$ cat config.mk
export PLATFORM = sky130hd
export DESIGN_NAME = vscale_htif_pcr_responder
export DESIGN_NICKNAME = d
export VERILOG_FILES = /design/src/rtl/vscale_htif_pcr_responder_pkg.sv /design/src/rtl/vscale_htif_pcr_responder.sv
export SDC_FILE = /design/constraint.sdc
export NUM_CORES = 1
export LEC_CHECK = 0
export BUFFER_PORTS_ARGS = -buffer_cell sky130_fd_sc_hd__buf_4
export CAP_MARGIN = 20
export CELL_PAD_IN_SITES_DETAIL_PLACEMENT = 0
export CELL_PAD_IN_SITES_GLOBAL_PLACEMENT = 1
export CORE_MARGIN = 2
export CORE_UTILIZATION = 38
export CTS_CLUSTER_DIAMETER = 120
export DETAILED_ROUTE_END_ITERATION = 8
export GPL_TIMING_DRIVEN = 0
export PLACE_DENSITY = 0.81
export SLEW_MARGIN = 20
export SYNTH_ARGS = -nofsm -noshare
export SYNTH_HDL_FRONTEND = slang
export SYNTH_SLANG_ARGS = --single-unit
$ cat constraint.sdc
create_clock -name clk -period 1.75 [get_ports clk]
set_input_delay 0.175 -clock clk [delete_from_list [all_inputs] [get_ports clk]]
set_output_delay 0.175 -clock clk [all_outputs]
set_load 0.01 [all_outputs]
$ cat src/rtl/vscale_htif_pcr_responder_pkg.sv
// +--------------------------------------------------------------------+
// | vscale_htif_pcr_responder_pkg                                      |
// | Shared HTIF PCR width, responder state encodings, CSR addresses.   |
// | Rev 1.0                                                            |
// +--------------------------------------------------------------------+
`default_nettype none

package vscale_htif_pcr_responder_pkg;

    localparam int HTIF_PCR_WIDTH = 64;

    localparam logic [0:0] HTIF_RSP_IDLE = 1'b0;
    localparam logic [0:0] HTIF_RSP_BUSY = 1'b1;

    localparam logic [11:0] CSR_ADDR_TO_HOST   = 12'h780;
    localparam logic [11:0] CSR_ADDR_FROM_HOST = 12'h781;

endpackage

`default_nettype wire

$ cat src/rtl/vscale_htif_pcr_responder.sv
// +--------------------------------------------------------------------+
// | vscale_htif_pcr_responder                                          |
// | Owns tohost/fromhost; answers host PCR read/swap requests.         |
// | Option macro: VSCALE_HTIF_TOHOST_CLR_ON_READ_EN    Rev 1.0         |
// +--------------------------------------------------------------------+
`default_nettype none

module vscale_htif_pcr_responder
    import vscale_htif_pcr_responder_pkg::*;
#(
    parameter int PCR_W  = HTIF_PCR_WIDTH,
    parameter int ADDR_W = 12
) (
    input  logic              clk,
    input  logic              reset_n,
    input  logic              htif_pcr_req_valid,
    output logic              htif_pcr_req_ready,
    input  logic              htif_pcr_req_rw,
    input  logic [ADDR_W-1:0] htif_pcr_req_addr,
    input  logic [PCR_W-1:0]  htif_pcr_req_data,
    output logic              htif_pcr_resp_valid,
    input  logic              htif_pcr_resp_ready,
    output logic [PCR_W-1:0]  htif_pcr_resp_data,
    input  logic              csr_tohost_wen,
    input  logic              csr_fromhost_wen,
    input  logic [PCR_W-1:0]  csr_wdata,
    output logic [PCR_W-1:0]  tohost,
    output logic [PCR_W-1:0]  fromhost,
    output logic              fromhost_pending
);

    logic [0:0]       state_q;
    logic [0:0]       state_d;
    logic [PCR_W-1:0] tohost_q;
    logic [PCR_W-1:0] tohost_d;
    logic [PCR_W-1:0] fromhost_q;
    logic [PCR_W-1:0] fromhost_d;
    logic [PCR_W-1:0] resp_data_q;
    logic [PCR_W-1:0] resp_data_d;

    logic             w_fire;
    logic             w_sel_to;
    logic             w_sel_from;
    logic [PCR_W-1:0] w_old;

    assign w_fire     = htif_pcr_req_valid && htif_pcr_req_ready;
    assign w_sel_to   = (htif_pcr_req_addr == ADDR_W'(CSR_ADDR_TO_HOST));
    assign w_sel_from = (htif_pcr_req_addr == ADDR_W'(CSR_ADDR_FROM_HOST));

    // Response always carries the pre-edge value, regardless of who writes.
    assign w_old = w_sel_to   ? tohost_q   :
                   w_sel_from ? fromhost_q : '0;

    // State register
    always_ff @(posedge clk or negedge reset_n) begin
        if (!reset_n) begin
            state_q <= HTIF_RSP_IDLE;
        end else begin
            state_q <= state_d;
        end
    end

    // Next-state logic
    always_comb begin
        state_d = state_q;
        case (state_q)
            HTIF_RSP_IDLE: begin
                if (w_fire) state_d = HTIF_RSP_BUSY;
            end
            HTIF_RSP_BUSY: begin
                if (w_fire)                   state_d = HTIF_RSP_BUSY;
                else if (htif_pcr_resp_ready) state_d = HTIF_RSP_IDLE;
            end
            default: state_d = HTIF_RSP_IDLE;
        endcase
    end

    // Output logic
    always_comb begin
        htif_pcr_resp_valid = (state_q == HTIF_RSP_BUSY);
        htif_pcr_req_ready  = (state_q == HTIF_RSP_IDLE) || htif_pcr_resp_ready;
    end

    // Host swap first, core write last so the core wins any conflict.
    always_comb begin
        tohost_d    = tohost_q;
        fromhost_d  = fromhost_q;
        resp_data_d = resp_data_q;
        if (w_fire) begin
            resp_data_d = w_old;
            if (htif_pcr_req_rw) begin
                if (w_sel_to)   tohost_d   = htif_pcr_req_data;
                if (w_sel_from) fromhost_d = htif_pcr_req_data;
            end
`ifdef VSCALE_HTIF_TOHOST_CLR_ON_READ_EN
            else if (w_sel_to) begin
                tohost_d = '0;
            end
`endif
        end
        if (csr_tohost_wen)   tohost_d   = csr_wdata;
        if (csr_fromhost_wen) fromhost_d = csr_wdata;
    end

    always_ff @(posedge clk or negedge reset_n) begin
        if (!reset_n) begin
            tohost_q    <= '0;
            fromhost_q  <= '0;
            resp_data_q <= '0;
        end else begin
            tohost_q    <= tohost_d;
            fromhost_q  <= fromhost_d;
            resp_data_q <= resp_data_d;
        end
    end

    assign htif_pcr_resp_data = resp_data_q;
    assign tohost             = tohost_q;
    assign fromhost           = fromhost_q;
    assign fromhost_pending   = |fromhost_q;

endmodule

`default_nettype wire

### After elaboration in Yosys (flattened, before gate mapping)

Cells that the tools add are included.

| word-level totals | value |
|---|---|
| flip-flop bits (word level) | 193 |
| bits of input ports | 147 |
| logic and storage cells | 32 |

| operators by class | value |
|---|---|
| eq/ne operators | 2 |
| mux-type cells | 14 |
| bitwise operators | 1 |
| reduce and logical (&&, ||, !) cells | 11 |

Operators by type and width:

| cell | count |
|---|---|
| $mux 64 | 10 |
| $reduce_or 64->1 | 1 |
| $eq 12x11->1 const B | 2 |
| $reduce_bool 2->1 | 6 |
| $reduce_and 3->1 | 2 |
| $mux 1 | 3 |
| $pmux 1 s2 | 1 |
| $logic_and 1x1->1 | 1 |
| $logic_or 1x1->1 | 1 |
| $not 1->1 | 1 |

### Depth between registers and ports, before layout

Gate-level depths: netlist (run 1).

| logic depth | value |
|---|---|
| depth after elaboration | 5 |
| depth in mapped cells | 7 |
| gate-level depth less buffers | 4 |

### Least setup slack after synthesis (run 1)

OpenSTA, ideal clock, no wires.

| path | value |
|---|---|
| path kind | flip-flop to flip-flop |
| from | register state_q (netlist: htif_pcr_resp_valid) |
| to | register resp_data_q[10] (netlist: htif_pcr_resp_data[10]) |
| data arrival time | 1.651 ns |
| slack | -0.027 ns |
| cell stages (with the launch flop) | 8 |
| buffers on the path | 3 |
| path through | dfrtp_1 > nand2b_1 > and3_1 > clkbuf_1 > and3_1 > clkbuf_1 > buf_2 > a221o_1 |

| between the ends | value |
|---|---|
| cells in the longest elaborated chain, start to end | 3 |

Ends and longest elaborated chain:

| item | RTL line | source |
|---|---|---|
| start, declared | vscale_htif_pcr_responder.sv:32 | `logic [0:0] state_q;` |
| start signal, assigned | vscale_htif_pcr_responder.sv:59 | `state_q <= state_d;` |
| $not 1->1 | n/a |  |
| $logic_or 1x1->1 | vscale_htif_pcr_responder.sv:81 | `htif_pcr_req_ready = (state_q == HTIF_RSP_IDLE) \|\| htif_pcr_resp_ready;` |
| via htif_pcr_req_ready | vscale_htif_pcr_responder.sv:17 | `output logic htif_pcr_req_ready,` |
| $logic_and 1x1->1 | vscale_htif_pcr_responder.sv:46 | `assign w_fire = htif_pcr_req_valid && htif_pcr_req_ready;` |
| end signal, assigned | vscale_htif_pcr_responder.sv:113 | `resp_data_q <= resp_data_d;` |
| end, declared | vscale_htif_pcr_responder.sv:38 | `logic [PCR_W-1:0] resp_data_q;` |

The timed path passes the listed nets, and every way through them passes these cells.
A chain may end at the register's enable or synchronous reset.

### Worst setup path in the final report (run 1)

| path | value |
|---|---|
| from | register fromhost_q[41] (netlist: fromhost[41]) |
| to | output port fromhost_pending |

| between the ends | value |
|---|---|
| cells in the longest elaborated chain, start to end | 1 |

Ends and longest elaborated chain:

| item | RTL line | source |
|---|---|---|
| start, declared | vscale_htif_pcr_responder.sv:36 | `logic [PCR_W-1:0] fromhost_q;` |
| start signal, assigned | vscale_htif_pcr_responder.sv:112 | `fromhost_q <= fromhost_d;` |
| $reduce_or 64->1 | vscale_htif_pcr_responder.sv:120 | `assign fromhost_pending = \|fromhost_q;` |
| end, declared | vscale_htif_pcr_responder.sv:29 | `output logic fromhost_pending` |

No other way between the ends.

==> key figures, run 1 <==
Place
  – Pre-CTS setup slack: -0.853 ns
  – Count of port buffers added during placement: 339
  – Detail Placement HPWL: approximately 31000 um
  – Global placement routability congestion: slightly below 0.9
  – Total cell area at the placement stage: 0.0133 mm^2
  – Number of placed cells counting well taps: between 1.5k and 2k

Power
  – Power per unit of standard cell area: 755 mW/mm^2
  – Peak ir drop on the vdd network: about 0.0005 V
  – P_leak: approximately 6.3 nW
  – Total power draw: roughly 11 mW

STA
  – Final worst-path cycle share: 1.32
  – Slack of the critical path: -0.567 ns
  – Max Clock Freq: ~0.43 GHz
  – Final Hold Violating Endpoints: 0
  – Final sum of negative setup slack: -0.567 ns
  – Min cycle time layout: between 2 and 2.5 ns
  – RSZ-0062 raised after global routing: yes
  – Number of setup violations in the final report: 1
  – Number of pins exceeding their max-slew limit in the final report: 0
  – Layout Skew: 0.0112 ns
  – Final worst hold slack: about 0.012 ns
  – Max-Slew Margin vs Limit: 0.466
  – Slew @ Worst Pin: approximately 0.8 ns

Yosys
  – Post-synthesis share of cell area spent on xor and xnor gates: 0
  – Number of cells produced by synthesis: roughly 1.0k
  – Syn_nets: 1158
  – Fraction of the yosys area taken by sequential cells: 0.471
  – Mean area per synthesized cell: between 10 and 15 um^2
  – Proportion of synthesized area in mux cells: 0
  – Mapped cell area: just over 0.01 mm^2
  – Area fraction in compound gates after synthesis: 0.327
  – Number of unique standard cell types used by synthesis: 28
  – Count of synthesis-stage warnings from yosys: 0
  – Register bit total from synthesis: 193
  – Combinational family with the most area after synthesis: compound AO/OA/AOI/OAI gates
  – Synthesized-area fraction occupied by adder cells: 0
  – Simple logic cell fraction of the synthesized area: 0.145

Global routing
  – Wire length of the first global-routing pass: ~65000 um
  – Vias in the first global route: 10.6k
  – Pin count of the biggest net entering global routing: 83
  – Overflow after GRT: 0
  – GRT Total Usage: 0.294
  – Initial antenna violation count: 0

Critical path
  – Startpoint types: register
  – Critical-path maximum fanout: 4
  – Critical path type: register to output pin
  – Worst endpoint required time: about 1.6 ns
  – CP Capture Type: output pin
  – Worst path arrival time: approximately 2.1 ns

Finish
  – Layout Utilization: 0.555
  – Leading cell type in the layout, fill and taps excluded: sky130_fd_sc_hd__buf_4
  – Relative area change from synthesis to final layout: 44.8%
  – Total number of nets in the final design: between 1.5k and 2k
  – Number of standard cells in the final layout excluding fillers: about 1.8k
  – Fraction of final layout cells sized beyond drive strength 1: 0.351
  – Finished layout cell area: ~0.015 mm^2
  – Most frequent cells in the layout: 352 x sky130_fd_sc_hd__buf_4, 179 x sky130_fd_sc_hd__dfrtp_1, 129 x sky130_fd_sc_hd__nor2b_1, 128 x sky130_fd_sc_hd__a21oi_1, 126 x sky130_fd_sc_hd__a41oi_1

Clock tree
  – Number of clock buffers inserted by TritonCTS: 17
  – H-tree levels: 4
  – Clock latency on the worst-skew pair: about 0.44 ns
  – Post-CTS clock slew at the launch and capture registers of the worst setup and hold paths: 0.08 ns
  – Clock sink count: roughly 190
  – Cell at the root of the clock tree: sky130_fd_sc_hd__clkbuf_16
  – Maximum clock insertion buffer count: 2
  – CTS tree: done

Route
  – DRC viols: 0
  – Via count of the routed design: 10.9k
  – DR WL/cell: 24.0 um
  – WL final: between 40000 and 50000 um
  – Number of optimization iterations in the first detailed-route pass: 5
  – Post-route ant nets: 0
  – Number of violations reported at the end of detailed-routing iteration 0: between 900 and 1k
  – Number of vias per cell: between 6 and 7

Die
  – Die Span X: about 170 um
  – Initial core utilization: 0.383
  – Vertical die dimension: about 170 um
  – Number of top-level design ports: around 340
  – Core region area: 0.0267 mm^2
  – Row count: 60
  – Die Area: ~0.028 mm^2

Outcome
  – Violated checks: setup timing
  – Run status: finished with violations

Job
  – Max capacitance violation total: 0

Hold path
  – Hold/Removal Path Class: input pin to register
## cell families after synthesis
group | after synthesis
AO/OA/AOI/OAI | 448
buffers and inverters | 135
flip-flops | 193
AND/OR/NAND/NOR | 235
## registers in the layout (all words and copies together) (netlist names)
register,count
fromhost,64
htif_pcr_resp_data,64
tohost,64
htif_pcr_resp_valid,1
## cells in the mapped netlist
cell | number | area share
sky130_fd_sc_hd__a21oi_1 | 128 | 0.063
sky130_fd_sc_hd__a221o_1 | 62 | 0.061
sky130_fd_sc_hd__a31oi_1 | 2 | 0.0012
sky130_fd_sc_hd__a41oi_1 | 126 | 0.11
sky130_fd_sc_hd__and2_1 | 63 | 0.038
sky130_fd_sc_hd__and3_1 | 3 | 0.0018
sky130_fd_sc_hd__buf_1 | 5 | 0.0018
sky130_fd_sc_hd__buf_2 | 24 | 0.012
sky130_fd_sc_hd__buf_6 | 6 | 0.0066
sky130_fd_sc_hd__clkbuf_1 | 98 | 0.036
sky130_fd_sc_hd__dfrtp_1 | 193 | 0.47
sky130_fd_sc_hd__inv_1 | 2 | 0.00073
sky130_fd_sc_hd__nand2_1 | 5 | 0.0018
sky130_fd_sc_hd__nand2b_1 | 3 | 0.0018
sky130_fd_sc_hd__nand2b_4 | 1 | 0.0013
sky130_fd_sc_hd__nand3_1 | 1 | 0.00049
sky130_fd_sc_hd__nand4_1 | 6 | 0.0037
sky130_fd_sc_hd__nand4b_1 | 1 | 0.00085
sky130_fd_sc_hd__nor2_1 | 1 | 0.00037
sky130_fd_sc_hd__nor2b_1 | 129 | 0.079
sky130_fd_sc_hd__nor3_1 | 1 | 0.00049
sky130_fd_sc_hd__nor3_4 | 1 | 0.0016
sky130_fd_sc_hd__nor4_1 | 16 | 0.0098
sky130_fd_sc_hd__nor4_2 | 1 | 0.0012
sky130_fd_sc_hd__o211ai_1 | 2 | 0.0015
sky130_fd_sc_hd__o31ai_1 | 128 | 0.094
sky130_fd_sc_hd__or3_1 | 1 | 0.00061
sky130_fd_sc_hd__or4_1 | 2 | 0.0015
## per-layer routing
metal / routed length [um] / vias to the layer above / GRT usage
met5: 0 / - / 0
met4: 1280 / 0 / 0.114
met3: 2960 / 71 / 0.0423
met2: 20000 / 532 / 0.457
met1: 18600 / 5473 / 0.416
li1: - / 4824 / -
## path summary, 6_finish.rpt
path                                                    startpoint                                  to  slack, ns  cells after the start
worst min-delay path                                  csr_wdata[5]               tohost[5]$_DFFE_PN0P_       0.01                      3
min in group asynchronous                                  reset_n  htif_pcr_resp_data[17]$_DFFE_PN0P_       0.22                      2
worst max register to register       htif_pcr_resp_valid$_DFF_PN0_  htif_pcr_resp_data[19]$_DFFE_PN0P_       0.02                      5
worst min register to register  htif_pcr_resp_data[18]$_DFFE_PN0P_  htif_pcr_resp_data[18]$_DFFE_PN0P_       0.51                      2
max in group asynchronous                                  reset_n            fromhost[41]$_DFFE_PN0P_       0.71                      3
worst max-delay path                      fromhost[41]$_DFFE_PN0P_                    fromhost_pending      -0.57                      4
## cell type report
type | instances | area, um^2
Timing Repair Buffer | 405 | 3220
Buffer | 129 | 653
Tap cell | 341 | 427
Fill cell | 2466 | 11900
Multi-Input combinational cell | 683 | 5100
Inverter | 2 | 7.51
Clock buffer | 20 | 457
Sequential cell | 193 | 4850
Antenna cell | 1 | 2.50
Clock inverter | 12 | 118
## repair_timing
item	CTS	global route
pin swaps	10	3
gates resized for setup	61	81
hold buffers	54	0
setup buffers	9	1
setup endpoints to repair	184	110
endpoints found under the hold margin	124	0
## critical path, cell delays in order (launching register included)
cell and delay, ns:
sky130_fd_sc_hd__dfrtp_2 0.45, sky130_fd_sc_hd__nor4_4 0.39, sky130_fd_sc_hd__nand4_1 0.20, sky130_fd_sc_hd__or4_1 0.49
sky130_fd_sc_hd__buf_4 0.17
## power breakdown
| part | switching [mW] | internal [mW] | total, mW | leakage, nW |
|---|---|---|---|---|
| logic | 1.08 | 1.02 | 2.10 | 3.66 |
| registers | 0.382 | 4.73 | 5.11 | 2.32 |
| clock network | 2.03 | 1.97 | 4.00 | 0.285 |
Note: power is estimated with default switching activity, not from simulation.
==> run 2, diff against run 1 <==
--- a/config.mk
+++ b/config.mk
@@ -7,14 +7,12 @@
 export LEC_CHECK = 0
 export BUFFER_PORTS_ARGS = -buffer_cell sky130_fd_sc_hd__buf_4
 export CAP_MARGIN = 20
-export CELL_PAD_IN_SITES_DETAIL_PLACEMENT = 0
-export CELL_PAD_IN_SITES_GLOBAL_PLACEMENT = 1
 export CORE_MARGIN = 2
-export CORE_UTILIZATION = 38
+export CORE_UTILIZATION = 51
 export CTS_CLUSTER_DIAMETER = 120
 export DETAILED_ROUTE_END_ITERATION = 8
 export GPL_TIMING_DRIVEN = 0
-export PLACE_DENSITY = 0.81
+export PLACE_DENSITY = 0.82
 export SLEW_MARGIN = 20
 export SYNTH_ARGS = -nofsm -noshare
 export SYNTH_HDL_FRONTEND = slang
==> run 2 against run 1 <==
The run still ends with setup timing left. Die area fell by 25%. Highest routed layer unchanged. Maximum frequency grew 0.22%. Count of clock-buffer cells in the layout did not move. Critical path depth is the same. Combinational power decreased by 2%.
==> key figures, run 2 (synthesis results as in run 1) <==
Clock tree
  – Clock latency on the worst-skew pair: 0.44 ns (about the same)
  – CTS tree: done
  – Clock sink count: 193 (unchanged)
  – Number of clock buffers inserted by TritonCTS: 17 (unchanged)
  – H-tree levels: 4 (unchanged)
  – Post-CTS clock slew at the launch and capture registers of the worst setup and hold paths: 0.07 ns (about the same)
  – Cell at the root of the clock tree: sky130_fd_sc_hd__clkbuf_16
  – Maximum clock insertion buffer count: 2 (unchanged)

Route
  – Routed length on met3: 4190 um (+42%)
  – Wire length on met1: 15500 um (-16%)
  – WL final: 41100 um (-4.1%)
  – Number of violations reported at the end of detailed-routing iteration 0: 1392 (+43%)
  – Wire length on met2: 19100 um (-4.8%)
  – DRC viols: 0 (unchanged)
  – Top layer used by detailed routing: met4
  – DR WL/cell: 24.5 um (+2.1%)
  – Post-route ant nets: 0 (unchanged)
  – Number of optimization iterations in the first detailed-route pass: 6 (+1)
  – Via count of the routed design: 11.2k (+3.2%)
  – Number of vias per cell: 6.70 (+9.9%)

Critical path
  – Critical path launch point: fromhost[41]$_DFFE_PN0P_
  – Critical path type: register to output pin
  – Logic depth of the worst register-to-register path: 5 (unchanged)
  – Critical-path maximum fanout: 2 (-2)
  – Startpoint types: register
  – FF-to-FF setup slack: 0.03 ns (about the same)
  – Launching point of the worst reg2reg path: htif_pcr_resp_valid$_DFF_PN0_
  – Worst path arrival time: 2.14 ns (about the same)
  – Worst endpoint required time: 1.57 ns (about the same)
  – CP Capture Type: output pin

Hold path
  – Origin of the worst min-delay path: csr_wdata[20]
  – Worst hold stages: 3 (unchanged)
  – Hold/Removal Path Class: input pin to register

Place
  – Detail Placement HPWL: 29100 um (-5.2%)
  – Global placement routability congestion: 0.956 (+10%)
  – Pre-CTS setup slack: -0.791 ns (+0.0623 ns)
  – Total cell area at the placement stage: 0.0132 mm^2 (-0.71%)
  – Count of port buffers added during placement: 339 (unchanged)

Global routing
  – Overflow after GRT: 0 (unchanged)
  – Pin count of the biggest net entering global routing: 85 (+2.4%)
  – GRT Total Usage: 0.373 (+0.0790)
  – Initial antenna violation count: 0 (unchanged)
  – Wire length of the first global-routing pass: 62400 um (-3.6%)
  – Vias in the first global route: 10.9k (+2.0%)

Finish
  – Finished layout cell area: 0.0145 mm^2 (-2.1%)
  – Most frequent cells in the layout: 351 x sky130_fd_sc_hd__buf_4, 184 x sky130_fd_sc_hd__dfrtp_1, 129 x sky130_fd_sc_hd__nor2b_1, 128 x sky130_fd_sc_hd__a21oi_1, 126 x sky130_fd_sc_hd__a41oi_1
  – Total number of nets in the final design: 1547 (-2.0%)
  – Antenna diode instance count: 0 (-1)
  – Number of filler cells placed in the layout: 1407 (-43%)
  – Relative area change from synthesis to final layout: 41.8%
  – Fraction of final layout cells sized beyond drive strength 1: 0.349 (-0.00196)
  – Layout Utilization: 0.742 (+0.186)
  – Leading cell type in the layout, fill and taps excluded: sky130_fd_sc_hd__buf_4

Die
  – Number of top-level design ports: 342 (unchanged)
  – Row count: 51 (-15%)
  – Die Area: 0.0212 mm^2 (-25%)
  – Die Span X: 146 um (-13%)
  – Vertical die dimension: 146 um (-13%)
  – Core region area: 0.0196 mm^2 (-27%)
  – Initial core utilization: 0.523 (+0.140)

STA
  – RSZ-0062 raised after global routing: yes
  – Max-Slew Margin vs Limit: 0.483 (+0.0169)
  – Number of setup violations in the final report: 1 (unchanged)
  – Final Hold Violating Endpoints: 0 (unchanged)
  – Number of pins exceeding their max-slew limit in the final report: 0 (unchanged)
  – Min cycle time layout: 2.31 ns (-0.00518 ns)
  – Slack of the critical path: -0.562 ns (+0.00518 ns)
  – Final worst-path cycle share: 1.32 (-0.00296)
  – Layout Skew: 0.00707 ns (-0.00414 ns)
  – Slew @ Worst Pin: 0.775 ns (-0.0254 ns)
  – Max Clock Freq: 0.433 GHz (+0.22%)

Power
  – Proportion of power drawn by combinational gates: 0.174 (-0.013)
  – Switching power as a share of total power: 0.279 (-0.0320)
  – Portion of total power attributed to sequential cells: 0.435 (-0.021)
  – Power per unit of standard cell area: 809 mW/mm^2 (+7.2%)
  – Switching power: 3.29 mW (-5.8%)
  – Peak ir drop on the vdd network: 0.000633 V (+28%)
  – Internal: 8.47 mW (+9.8%)
  – P_leak: 6.18 nW (-1.3%)
  – Share of power burned in the clock network: 0.391 (+0.034)

Outcome
  – Violated checks: setup timing
  – Run status: finished with violations

Job
  – Max capacitance violation total: 0 (unchanged)
[run 2: cell types whose count changed in the layout (fill, tap and decap cells not counted), moves of 4 or more]
cell and change:
sky130_fd_sc_hd__dlygate4sd3_1 -28, sky130_fd_sc_hd__bufinv_16 +6, sky130_fd_sc_hd__clkbuf_4 -4, sky130_fd_sc_hd__dfrtp_2 -5, sky130_fd_sc_hd__dfrtp_1 +5, sky130_fd_sc_hd__o31ai_2 -4
sky130_fd_sc_hd__clkinv_4 -6, sky130_fd_sc_hd__inv_8 -5, sky130_fd_sc_hd__clkbuf_2 +5, sky130_fd_sc_hd__buf_2 -5
[run 2: worst paths after layout]
check / end
worst max-delay path: fromhost_pending
worst min-delay path: fromhost[20]$_DFFE_PN0P_
worst max register to register: htif_pcr_resp_data[56]$_DFFE_PN0P_
worst min register to register: htif_pcr_resp_data[5]$_DFFE_PN0P_
max in group asynchronous: fromhost[39]$_DFFE_PN0P_
min in group asynchronous: htif_pcr_resp_data[17]$_DFFE_PN0P_
[run 2: per-stage QoR]
stage	hold slack, ns	instances	setup TNS [ns]	total power, mW
final	0.00192	1677	-0.562	11.8
after global routing	0.00520	1677	-0.737	12.1
after detailed placement	0.127	1617	-108.86	7.04
after CTS	0.000269	1676	-0.533	11.6
after global placement	0.390	1615	-252.67	6.98
after floorplan	-0.121	1011	0	5.84
[run 2: worst max-delay path, cell delays in order, from the launching register on]
cell and delay (ns):
sky130_fd_sc_hd__dfrtp_2 0.44, sky130_fd_sc_hd__nor4_4 0.43, sky130_fd_sc_hd__nand4_1 0.18, sky130_fd_sc_hd__or4_1 0.48, sky130_fd_sc_hd__buf_4 0.17
[run 2: cell type report]
cell class,instances,area [um^2],share of cell area
flip-flops and latches,193,4840,0.333
clock inverters,11,223,0.0153
multi-input cells,683,5090,0.350
clock buffers,20,457,0.0314
well taps,265,332,0.0228
repair buffers,373,2930,0.201
plain buffers,130,657,0.0452
inverters,2,7.51,0.000517
[run 2: what timing repair did]
| action | CTS | global route |
|---|---|---|
| setup buffers | 4 | 2 |
| resized for setup | 44 | 97 |
| setup endpoints to repair | 183 | 133 |
| endpoints found under the hold margin | 84 | 0 |
| pin swaps | 6 | 4 |
| hold buffers | 26 | 0 |
[run 2: layer usage]
metal,track usage,up-vias
li1,-,4763
met1,0.497,5430
met2,0.584,874
met3,0.0696,177
met4,0.196,0
met5,0,-
[run 2: power groups by stage]
stage	logic (mW)	registers [mW]	clock network, mW
after floorplan	0.683	5.16	0
after global placement	1.84	5.14	0
after detailed placement	1.89	5.14	0
after CTS	1.99	5.08	4.58
after global routing	2.19	5.13	4.76
final	2.05	5.11	4.60
==> run 3, diff against run 2 <==
--- a/config.mk
+++ b/config.mk
@@ -5,14 +5,16 @@
 export SDC_FILE = /design/constraint.sdc
 export NUM_CORES = 1
 export LEC_CHECK = 0
+export ABC_AREA = 1
 export BUFFER_PORTS_ARGS = -buffer_cell sky130_fd_sc_hd__buf_4
 export CAP_MARGIN = 20
 export CORE_MARGIN = 2
-export CORE_UTILIZATION = 51
+export CORE_UTILIZATION = 50
 export CTS_CLUSTER_DIAMETER = 120
+export CTS_CLUSTER_SIZE = 10
 export DETAILED_ROUTE_END_ITERATION = 8
 export GPL_TIMING_DRIVEN = 0
-export PLACE_DENSITY = 0.82
+export PLACE_DENSITY = 0.8
 export SLEW_MARGIN = 20
 export SYNTH_ARGS = -nofsm -noshare
 export SYNTH_HDL_FRONTEND = slang
==> run 3 against run 2 <==
Worst hold slack better by 0.049 ns. The run still ends with setup timing left. Critical endpoint unchanged. Worst setup slack gained 0.48 ns. Die area rose by 4.7%. Cell area is 1.3% lower. Flip-flop and latch count stayed put. Register-to-register slack better by 0.08 ns. Cell count rose by 28%. Combinational power increased by 9.8%.
==> key figures, run 3 <==
Outcome
  – Run status: finished with violations
  – Violated checks: setup timing

Critical path
  – Sequence of cells on the critical path: nor2_1 -> nand2_1 -> nor2_1 -> nand2_2 -> nor3_4 -> nand2_1 -> buf_6
  – Number of buffers and inverters on the critical path: 1 (unchanged)
  – Worst path arrival time: 1.65 ns (-0.49 ns)
  – Critical path type: register to output pin
  – Launching point of the worst reg2reg path: htif_pcr_resp_valid$_DFF_PN0_
  – Startpoint types: register
  – Kind of cell adding the most delay to the critical path: simple AND/OR/NAND/NOR gates
  – CP Capture Type: output pin
  – Slowest stage delay, CP: 0.44 ns (-0.04 ns)
  – CP max stage cell: sky130_fd_sc_hd__dfrtp_2
  – Critical path launch point: fromhost[49]$_DFFE_PN0P_
  – Critical-path maximum fanout: 4 (+2)
  – Worst endpoint required time: 1.57 ns (about the same)

Yosys
  – Number of cells produced by synthesis: 1487 (+47%)
  – Cell type contributing the most total cell area after synthesis: sky130_fd_sc_hd__dfrtp_1
  – Count of synthesis-stage warnings from yosys: 0 (unchanged)
  – Mapped cell area: 0.0105 mm^2 (+2.7%)
  – Register bit total from synthesis: 193 (unchanged)
  – Cell with the most instances after synthesis: sky130_fd_sc_hd__nand2_1
  – Number of unique standard cell types used by synthesis: 19 (-32%)
  – Number of flops mapped to enable cells by yosys: 0 (unchanged)
  – Most instantiated flip-flop cell in the synthesis netlist: sky130_fd_sc_hd__dfrtp_1
  – Syn_nets: 1634 (+41%)
  – Share of the synthesized area in the top cell type: 0.459 (-0.0126)
  – Mean area per synthesized cell: 7.08 um^2 (-30%)
  – Share of flip-flops with an asynchronous set or reset: 1.00 (unchanged)
  – Fraction of the yosys area taken by sequential cells: 0.459 (-0.0126)
  – Most frequent cells after synthesis: 659 x sky130_fd_sc_hd__nand2_1, 193 x sky130_fd_sc_hd__dfrtp_1, 192 x sky130_fd_sc_hd__nand3_1
  – Synth area leaders: sky130_fd_sc_hd__dfrtp_1 46%, sky130_fd_sc_hd__nand2_1 23%, sky130_fd_sc_hd__nand3_1 9.1%

Route
  – Via count of the routed design: 12.0k (+7.0%)
  – Number of violations reported at the end of detailed-routing iteration 0: 1041 (-25%)
  – Number of vias per cell: 5.59 (-17%)
  – Post-route ant nets: 0 (unchanged)
  – DRC viols: 0 (unchanged)
  – Number of optimization iterations in the first detailed-route pass: 6 (unchanged)
  – DR WL/cell: 17.9 um (-27%)
  – WL final: 38500 um (-6.3%)

STA
  – Max-Slew Margin vs Limit: 0.591 (+0.108)
  – Layout Skew: 0.00983 ns (+0.00276 ns)
  – Min cycle time layout: 1.83 ns (-0.484 ns)
  – Slew @ Worst Pin: 0.613 ns (-0.162 ns)
  – Number of pins exceeding their max-slew limit in the final report: 0 (unchanged)
  – Final Hold Violating Endpoints: 0 (unchanged)
  – Final worst-path cycle share: 1.04 (-0.276)
  – Slack of the critical path: -0.0780 ns (+0.484 ns)
  – Max Clock Freq: 0.547 GHz (+26%)
  – RSZ-0062 raised after global routing: yes
  – Number of setup violations in the final report: 1 (unchanged)

Global routing
  – Wire length of the first global-routing pass: 59700 um (-4.4%)
  – Vias in the first global route: 11.2k (+3.0%)
  – Initial antenna violation count: 0 (unchanged)
  – Overflow after GRT: 0 (unchanged)
  – Pin count of the biggest net entering global routing: 91 (+7.1%)
  – GRT Total Usage: 0.346 (-0.0274)

Hold path
  – Origin of the worst min-delay path: csr_wdata[6]
  – Hold/Removal Path Class: input pin to register

Finish
  – Relative area change from synthesis to final layout: 36.3%
  – Fraction of final layout cells sized beyond drive strength 1: 0.266 (-0.0829)
  – Most frequent cells in the layout: 658 x sky130_fd_sc_hd__nand2_1, 367 x sky130_fd_sc_hd__buf_4, 192 x sky130_fd_sc_hd__nand3_1, 187 x sky130_fd_sc_hd__dfrtp_1, 128 x sky130_fd_sc_hd__o21ai_0
  – Leading cell type in the layout, fill and taps excluded: sky130_fd_sc_hd__nand2_1
  – Antenna diode instance count: 0 (unchanged)
  – Layout Utilization: 0.689 (-0.0527)
  – Total number of nets in the final design: 2014 (+30%)

Clock tree
  – Clock latency on the worst-skew pair: 0.44 ns (about the same)
  – H-tree levels: 4 (unchanged)
  – CTS tree: done
  – Number of clock buffers inserted by TritonCTS: 17 (unchanged)
  – Cell at the root of the clock tree: sky130_fd_sc_hd__clkbuf_16
  – Post-CTS clock slew at the launch and capture registers of the worst setup and hold paths: 0.07 ns (about the same)
  – Maximum clock insertion buffer count: 2 (unchanged)
  – Clock sink count: 193 (unchanged)

Die
  – Number of top-level design ports: 342 (unchanged)
  – Die Area: 0.0222 mm^2 (+4.7%)
  – Die Span X: 149 um (+2.3%)
  – Row count: 53 (+3.9%)
  – Core region area: 0.0208 mm^2 (+6.3%)
  – Vertical die dimension: 149 um (+2.3%)
  – Initial core utilization: 0.506 (-0.0174)

Place
  – Global placement routability congestion: 0.921 (-3.6%)
  – Detail Placement HPWL: 28400 um (-2.2%)
  – Count of port buffers added during placement: 339 (unchanged)

Job
  – Max capacitance violation total: 0 (unchanged)

Power
  – Total power draw: 11.9 mW (+0.85%)
  – Power per unit of standard cell area: 827 mW/mm^2 (+2.1%)
  – P_leak: 8.24 nW (+33%)
  – Peak ir drop on the vdd network: 0.000686 V (+8.4%)
[run 3: cell type report]
cell class | instances | area [um^2]
repair buffers | 361 | 2770
fillers | 1816 | 6480
plain buffers | 114 | 659
well taps | 275 | 344
clock inverters | 12 | 231
clock buffers | 18 | 429
multi-input cells | 1101 | 4780
flip-flops and latches | 193 | 4840
inverters | 79 | 297
[run 3: metrics by stage]
| stage | instances | instance area (um^2) | hold WS [ns] | setup WS, ns | setup TNS, ns |
|---|---|---|---|---|---|
| floorplan | 1487 | 10500 | -0.121 | 0.370 | 0 |
| global placement | 2101 | 13400 | 0.380 | -0.765 | -143.73 |
| detailed placement | 2103 | 13500 | 0.0911 | 0.0481 | 0 |
| CTS | 2147 | 14300 | 0.0403 | -0.186 | -0.186 |
| global route | 2153 | 14300 | 0.0579 | -0.184 | -0.184 |
| finish | 2153 | 14300 | 0.0509 | -0.0780 | -0.0780 |
[run 3: power by group]
part           switching (mW)  internal, mW  total, mW  leakage [nW]
clock                    1.78          2.69       4.47         0.323
sequential              0.371          4.77       5.14          2.48
combinational            1.25         0.999       2.25          5.43
total                    3.40          8.46       11.9          8.24
[run 3: timing repair]
action                                  CTS  global route
setup buffers                            11             6
resized for setup                         5            22
pin swaps                                 1             3
endpoints found under the hold margin    50             0
hold buffers                              3             0
endpoints found under the setup margin    1            57
[run 3: logic make-up after synthesis]
family | after synthesis | share of synthesized area
AOI/OAI and AO/OA | 128 | 0.0609
DFF | 193 | 0.459
and+or+nand+nor | 973 | 0.390
buffers and inverters | 193 | 0.0900
[run 3: final timing paths]
| check | end | slack (ns) | cells after the start |
|---|---|---|---|
| setup / recovery | fromhost_pending | -0.08 | 7 |
| hold / removal | fromhost[6]$_DFFE_PN0P_ | 0.05 | 5 |
| setup reg to reg | htif_pcr_resp_data[42]$_DFFE_PN0P_ | 0.11 | 6 |
| hold reg to reg | htif_pcr_resp_data[14]$_DFFE_PN0P_ | 0.48 | 2 |
| max in group asynchronous | fromhost[33]$_DFFE_PN0P_ | 0.43 | 4 |
| min in group asynchronous | htif_pcr_resp_data[56]$_DFFE_PN0P_ | 0.21 | 2 |
[run 3: tightest hold or removal path, stage by stage]
cell and delay [ns]:
sky130_fd_sc_hd__buf_4 0.08, sky130_fd_sc_hd__nand2_1 0.04, sky130_fd_sc_hd__o21ai_0 0.06, sky130_fd_sc_hd__nand2_1 0.05, sky130_fd_sc_hd__nand2_1 0.05
[run 3: metal layers]
metal / global-route usage / part of all wire
met3: 0.0578 / 0.097
met5: 0 / 0
met2: 0.569 / 0.47
met1: 0.455 / 0.39
met4: 0.144 / 0.041
